File: src/rtl/acc_io_pkg.sv
// Shared widths and default sizing for the accumulator CPU host IO bridge.
package acc_io_pkg;
    localparam int IO_W  = 16;
    localparam int DEPTH = 4;
    localparam int AW    = 2;

    typedef logic [IO_W-1:0] io_word_t;
endpackage

File: src/rtl/acc_io_fifo.sv
// First-word-fall-through FIFO; a push at edge N is visible on dout after edge N.
// Push is ignored while full and pop is ignored while empty (both judged on pre-edge state).
module acc_io_fifo
    import acc_io_pkg::IO_W;
#(
    parameter int DEPTH = acc_io_pkg::DEPTH,
    parameter int AW    = acc_io_pkg::AW
) (
    input  logic            clk,
    input  logic            rst,
    input  logic            push,
    input  logic            pop,
    input  logic [IO_W-1:0] din,
    output logic [IO_W-1:0] dout,
    output logic            full,
    output logic            empty
);

    logic [IO_W-1:0] mem_q [DEPTH];
    logic [AW:0]     wptr_q, wptr_d;
    logic [AW:0]     rptr_q, rptr_d;
    logic            do_push;
    logic            do_pop;

    // Extra pointer MSB distinguishes full from empty when the index bits match.
    assign empty = (wptr_q == rptr_q);
    assign full  = (wptr_q[AW] != rptr_q[AW]) && (wptr_q[AW-1:0] == rptr_q[AW-1:0]);

    assign do_push = push && !full;
    assign do_pop  = pop && !empty;

    always_comb begin
        wptr_d = wptr_q;
        rptr_d = rptr_q;
        if (do_push) begin
            wptr_d = wptr_q + 1'b1;
        end
        if (do_pop) begin
            rptr_d = rptr_q + 1'b1;
        end
    end

    always_ff @(posedge clk or posedge rst) begin
        if (rst) begin
            wptr_q <= '0;
            rptr_q <= '0;
            for (int i = 0; i < DEPTH; i++) begin
                mem_q[i] <= '0;
            end
        end else begin
            wptr_q <= wptr_d;
            rptr_q <= rptr_d;
            if (do_push) begin
                mem_q[wptr_q[AW-1:0]] <= din;
            end
        end
    end

    assign dout = mem_q[rptr_q[AW-1:0]];

endmodule

File: src/rtl/acc_io_bridge.sv
// Host-side IO port of the accumulator CPU: RX FIFO feeds IOIn, TX FIFO drains Output.
// One cycle push-to-visible latency; host sees ready/valid, CPU drops writes on TX full.
module acc_io_bridge
    import acc_io_pkg::IO_W;
#(
    parameter int DEPTH = acc_io_pkg::DEPTH,
    parameter int AW    = acc_io_pkg::AW
) (
    input  logic            CLK,
    input  logic            reset,
    output logic [IO_W-1:0] cpu_io_in,
    input  logic            cpu_rd,
    input  logic [IO_W-1:0] cpu_io_out,
    input  logic            cpu_wr,
    output logic            rx_avail,
    input  logic [IO_W-1:0] host_in_data,
    input  logic            host_in_valid,
    output logic            host_in_ready,
    output logic [IO_W-1:0] host_out_data,
    output logic            host_out_valid,
    input  logic            host_out_ready,
    input  logic            err_clr,
    output logic            tx_ovf,
    output logic            rx_udf
);

    logic [IO_W-1:0] rx_dout, tx_dout;
    logic            rx_full, rx_empty;
    logic            tx_full, tx_empty;
    logic            tx_ovf_q, tx_ovf_d;
    logic            rx_udf_q, rx_udf_d;

    acc_io_fifo #(.DEPTH(DEPTH), .AW(AW)) rx_fifo (
        .clk   (CLK),
        .rst   (reset),
        .push  (host_in_valid),
        .pop   (cpu_rd),
        .din   (host_in_data),
        .dout  (rx_dout),
        .full  (rx_full),
        .empty (rx_empty)
    );

    acc_io_fifo #(.DEPTH(DEPTH), .AW(AW)) tx_fifo (
        .clk   (CLK),
        .rst   (reset),
        .push  (cpu_wr),
        .pop   (host_out_ready),
        .din   (cpu_io_out),
        .dout  (tx_dout),
        .full  (tx_full),
        .empty (tx_empty)
    );

    assign rx_avail       = !rx_empty;
    assign host_in_ready  = !rx_full;
    assign host_out_valid = !tx_empty;
    assign cpu_io_in      = rx_empty ? '0 : rx_dout;
    assign host_out_data  = tx_empty ? '0 : tx_dout;

    // A new error in the same cycle as err_clr keeps the flag set.
    always_comb begin
        tx_ovf_d = tx_ovf_q && !err_clr;
        rx_udf_d = rx_udf_q && !err_clr;
        if (cpu_wr && tx_full) begin
            tx_ovf_d = 1'b1;
        end
        if (cpu_rd && rx_empty) begin
            rx_udf_d = 1'b1;
        end
    end

    always_ff @(posedge CLK or posedge reset) begin
        if (reset) begin
            tx_ovf_q <= 1'b0;
            rx_udf_q <= 1'b0;
        end else begin
            tx_ovf_q <= tx_ovf_d;
            rx_udf_q <= rx_udf_d;
        end
    end

    assign tx_ovf = tx_ovf_q;
    assign rx_udf = rx_udf_q;

endmodule

File: config.mk
export PLATFORM = sky130hd
export DESIGN_NAME = acc_io_bridge
export DESIGN_NICKNAME = d
export VERILOG_FILES = /design/src/rtl/acc_io_pkg.sv /design/src/rtl/acc_io_fifo.sv /design/src/rtl/acc_io_bridge.sv
export SDC_FILE = /design/constraint.sdc
export NUM_CORES = 1
export LEC_CHECK = 0
export ABC_AREA = 1
export ABC_CLOCK_PERIOD_IN_PS = 4500
export CELL_PAD_IN_SITES_DETAIL_PLACEMENT = 1
export CELL_PAD_IN_SITES_GLOBAL_PLACEMENT = 1
export CORE_MARGIN = 10
export CORE_UTILIZATION = 40
export CTS_CLUSTER_DIAMETER = 200
export DETAILED_ROUTE_END_ITERATION = 7
export GPL_TIMING_DRIVEN = 0
export MAX_ROUTING_LAYER = met4
export PLACE_DENSITY = 0.86
export SLEW_MARGIN = 20
export SYNTH_ARGS = -nofsm -noshare
export SYNTH_HDL_FRONTEND = slang
export SYNTH_HIERARCHICAL = 1
export SYNTH_SLANG_ARGS = --single-unit
File: constraint.sdc
create_clock -name CLK -period 4.5 [get_ports CLK]
set_input_delay 0.45 -clock CLK [delete_from_list [all_inputs] [get_ports CLK]]
set_output_delay 0.45 -clock CLK [all_outputs]
set_load 0.02 [all_outputs]
==> impl_metrics.toml <==
[run_status]
outcome = "finished, final reports clean"

[global_routing]
grt_max_degree = 54
grt_first_pass_wirelength_um = 42900
global_route.overflow_total = 0
global_route.usage.total_pct = 22.9
first_global_vias = 7674
antenna_violations_before_repair = 0

[placement]
place_congestion = 0.894
portBuffers = 74
dp_hpwl_um = 18500
placedCellCount = 1240

[cts]
clock_insertion_delay_worst_skew_ns = 0.43
clockRootBuffer = "sky130_fd_sc_hd__clkbuf_16"
cts_tree = "done"
cts_made_buffers = 17
cts_sinks = 142
clk_pin_slew_ns = 0.06
holdBufCountCts = 0
h-tree-depth = 4
cts_repair_resizes = 0
cts.repair_timing.setup_buffer_count = 0
max-clock-path-buffers = 2

[yosys]
post_synth_main_area_contributors = "sky130_fd_sc_hd__dfrtp_1 (48%), sky130_fd_sc_hd__nand2_1 (15%), sky130_fd_sc_hd__nand4_1 (11%), sky130_fd_sc_hd__nor2_1 (4.8%), sky130_fd_sc_hd__o21ai_0 (4.3%)"
syn-num-nets = 984
netlist_area_um2 = 7460
synth_edf_count = 0
yosysWarnings = 6
yosys.cell_types.count = 21
netlist.area_leader.share_pct = 47.6
synth_cells = 935
top_ff_cell_synth = "sky130_fd_sc_hd__dfrtp_1"
ys_seq_elements = 142
ys_async_sr_fraction_pct = 100
post_synthesis_cell_type_with_the_largest_combined_area = "sky130_fd_sc_hd__dfrtp_1"
synth-seq-area-share_pct = 47.6
syn_area_per_cell_um2 = 7.98

[timing]
min_period_over_period_pct = 75.1
fin_worst_skew_ns = 0.0172
fmaxAchievable_mhz = 296
final_max_slew_viol_count = 0
finalHoldViolations = 0
hold_ws_ns = 0.356
setup_viol_count_final = 0
period_minus_slack_ns = 3.38
tns_ns = 0
grt_setup_unrepaired = "no"
transition_at_the_pin_with_the_smallest_max_transition_slack_ns = 0.752
maxSlewHeadroom_pct = 49.9

[setup_path]
worstSetupStartpointType = "register"
critical_path_peak_fanout = 10
cp-end-kind = "output pin"
arrival_ns = 2.93
timing.critical_path.required_ns = 4.05
start_to_end_type_of_the_worst_setup_path = "reg2out"

[route]
drt_pass1_iterations = 5
vias_per_cell = 5.90
drtAntennaViolNets = 0
detail_route.drc_violations = 0
drt_iter0_markers = 736
drt_wl_total_um = 27200
vias = 7494
wire_per_inst_um = 21.4

[job]
max_cap_viol_count = 0

[pwr]
pwr_density_cell_nw_per_um2 = 901
p_leak_uw = 0.00452
vdd.ir_drop.worst_v = 0.000526

[die]
top_level_ports = 76
die-width_um = 157
die_area_um2 = 24500
dieHeight_um = 157
initial_utilization_pct = 41.1
design.core.area_um2 = 18100
placementRows = 49

[cells_and_area]
finish.cell_count_without_fillers = 1270
final_layout_size_suffix_gt1_share_pct = 7.97
layout.nets = 1079
n_antenna_cell = 0
area.growth.synth_to_final_pct = 22.8
n_fill_cell = 2246

[worst_hold_path]
worst_hold_path_type = "in2async"
registers in the layout, indices dropped and copies added, names as in the netlist:
name	count
rx_fifo/mem_q	64
rx_fifo/rptr_q	3
rx_fifo/wptr_q	3
rx_udf	1
tx_fifo/mem_q	64
tx_fifo/rptr_q	3
tx_fifo/wptr_q	3
tx_ovf	1
layout make-up:
type | instances | area [um^2] | share of cell area (%)
clock inverters | 11 | 168 | 1.83
repair buffers | 76 | 796 | 8.69
well taps | 229 | 287 | 3.13
flip-flops and latches | 142 | 3550 | 38.8
inverters | 55 | 216 | 2.36
clock buffers | 19 | 443 | 4.84
plain buffers | 78 | 424 | 4.63
multi-input cells | 660 | 3270 | 35.7
critical path, stage by stage (launching register included):
cell                              delay (ns)
sky130_fd_sc_hd__dfrtp_1                0.38
sky130_fd_sc_hd__buf_4                  0.19
sky130_fd_sc_hd__inv_1                  0.18
sky130_fd_sc_hd__clkbuf_1               0.56
sky130_fd_sc_hd__nor2_1                 0.09
sky130_fd_sc_hd__o22ai_1                0.24
sky130_fd_sc_hd__inv_1                  0.07
sky130_fd_sc_hd__nor2_1                 0.15
sky130_fd_sc_hd__clkdlybuf4s50_1        0.64
path summary, 6_finish.rpt:
check / start / to / slack (ns) / cells after the start
hold reg to reg: tx_fifo/mem_q[41]$_DFFE_PP0P_ / tx_fifo/mem_q[41]$_DFFE_PP0P_ / 0.47 / 2
max in group asynchronous: reset / tx_fifo/wptr_q[0]$_DFFE_PP0P_ / 3.46 / 3
setup / recovery: rx_fifo/rptr_q[0]$_DFFE_PP0P_ / cpu_io_in[5] / 1.12 / 8
setup reg to reg: rx_fifo/wptr_q[0]$_DFFE_PP0P_ / rx_fifo/wptr_q[2]$_DFFE_PP0P_ / 2.35 / 5
min in group CLK: host_in_valid / rx_fifo/mem_q[61]$_DFFE_PP0P_ / 0.46 / 4
hold / removal: reset / tx_ovf$_DFF_PP0_ / 0.36 / 2
placed cells by master, fill, tap and decap left out:
cell type,n
sky130_fd_sc_hd__buf_16,2
sky130_fd_sc_hd__ha_1,10
sky130_fd_sc_hd__clkinvlp_4,2
sky130_fd_sc_hd__clkbuf_8,1
sky130_fd_sc_hd__clkinv_2,3
sky130_fd_sc_hd__o22ai_1,32
sky130_fd_sc_hd__buf_6,7
sky130_fd_sc_hd__clkinv_4,2
sky130_fd_sc_hd__inv_4,4
sky130_fd_sc_hd__dfrtp_1,142
sky130_fd_sc_hd__buf_1,22
sky130_fd_sc_hd__inv_1,51
sky130_fd_sc_hd__buf_4,14
sky130_fd_sc_hd__xor2_1,2
sky130_fd_sc_hd__clkbuf_1,23
sky130_fd_sc_hd__clkbuf_16,17
sky130_fd_sc_hd__o21ai_0,64
sky130_fd_sc_hd__nand2_1,300
sky130_fd_sc_hd__nand3_1,10
sky130_fd_sc_hd__nand2_2,2
sky130_fd_sc_hd__bufinv_16,4
sky130_fd_sc_hd__nand4_1,130
sky130_fd_sc_hd__buf_8,1
sky130_fd_sc_hd__buf_2,12
sky130_fd_sc_hd__clkdlybuf4s50_1,74
sky130_fd_sc_hd__nand3_4,10
sky130_fd_sc_hd__nor2_1,96
sky130_fd_sc_hd__nand3b_1,2
sky130_fd_sc_hd__xnor2_4,2
Yosys cell counts, types with 7 or more instances:
master and number:
sky130_fd_sc_hd__clkbuf_1 22, sky130_fd_sc_hd__o21ai_0 64, sky130_fd_sc_hd__nand4_1 130, sky130_fd_sc_hd__buf_6 7, sky130_fd_sc_hd__nand3_4 10, sky130_fd_sc_hd__nand2_1 300
sky130_fd_sc_hd__nand3_1 10, sky130_fd_sc_hd__buf_4 14, sky130_fd_sc_hd__buf_1 22, sky130_fd_sc_hd__o22ai_1 32, sky130_fd_sc_hd__ha_1 10, sky130_fd_sc_hd__buf_2 12
sky130_fd_sc_hd__dfrtp_1 142, sky130_fd_sc_hd__inv_1 53, sky130_fd_sc_hd__nor2_1 96
metrics by stage:
step	cell area, um^2	total power, uW	utilization (%)	setup WS (ns)
2_1_floorplan	7460	4910	-	2.28
3_3_place_gp	8490	6490	46.8	0.878
3_5_place_dp	8550	6670	47.1	1.62
4_1_cts	9160	8220	50.5	1.13
5_1_grt	9160	8780	50.5	0.981
6_report	9160	8250	50.5	1.12
per-layer routing:
metal	share of wire, %	GRT usage (%)
met1	42	29.2
met2	48	36.6
met3	7.8	4.17
met4	1.9	6.61
met5	0	-
logic make-up (layout without fill, tap and decap cells):
kind of cell | after synthesis | in the layout | synth area share [%]
AOI/OAI and AO/OA | 96 | 96 | 6.98
xor gates and xnor gates | 4 | 4 | 0.973
adders and majority gates | 10 | 10 | 1.68
buffers and inverters | 133 | 239 | 8.52
DFF | 142 | 142 | 47.6
and+or+nand+nor | 550 | 550 | 34.2
where the power goes:
part | total, uW | internal (uW) | leakage (uW) | switching [uW]
Clock | 1490 | 934 | 0.000295 | 556
Sequential | 2220 | 1870 | 0.00178 | 353
Combinational | 4540 | 1620 | 0.00245 | 2910
Total | 8250 | 4430 | 0.00452 | 3820
(Power assumes the default switching activity.)
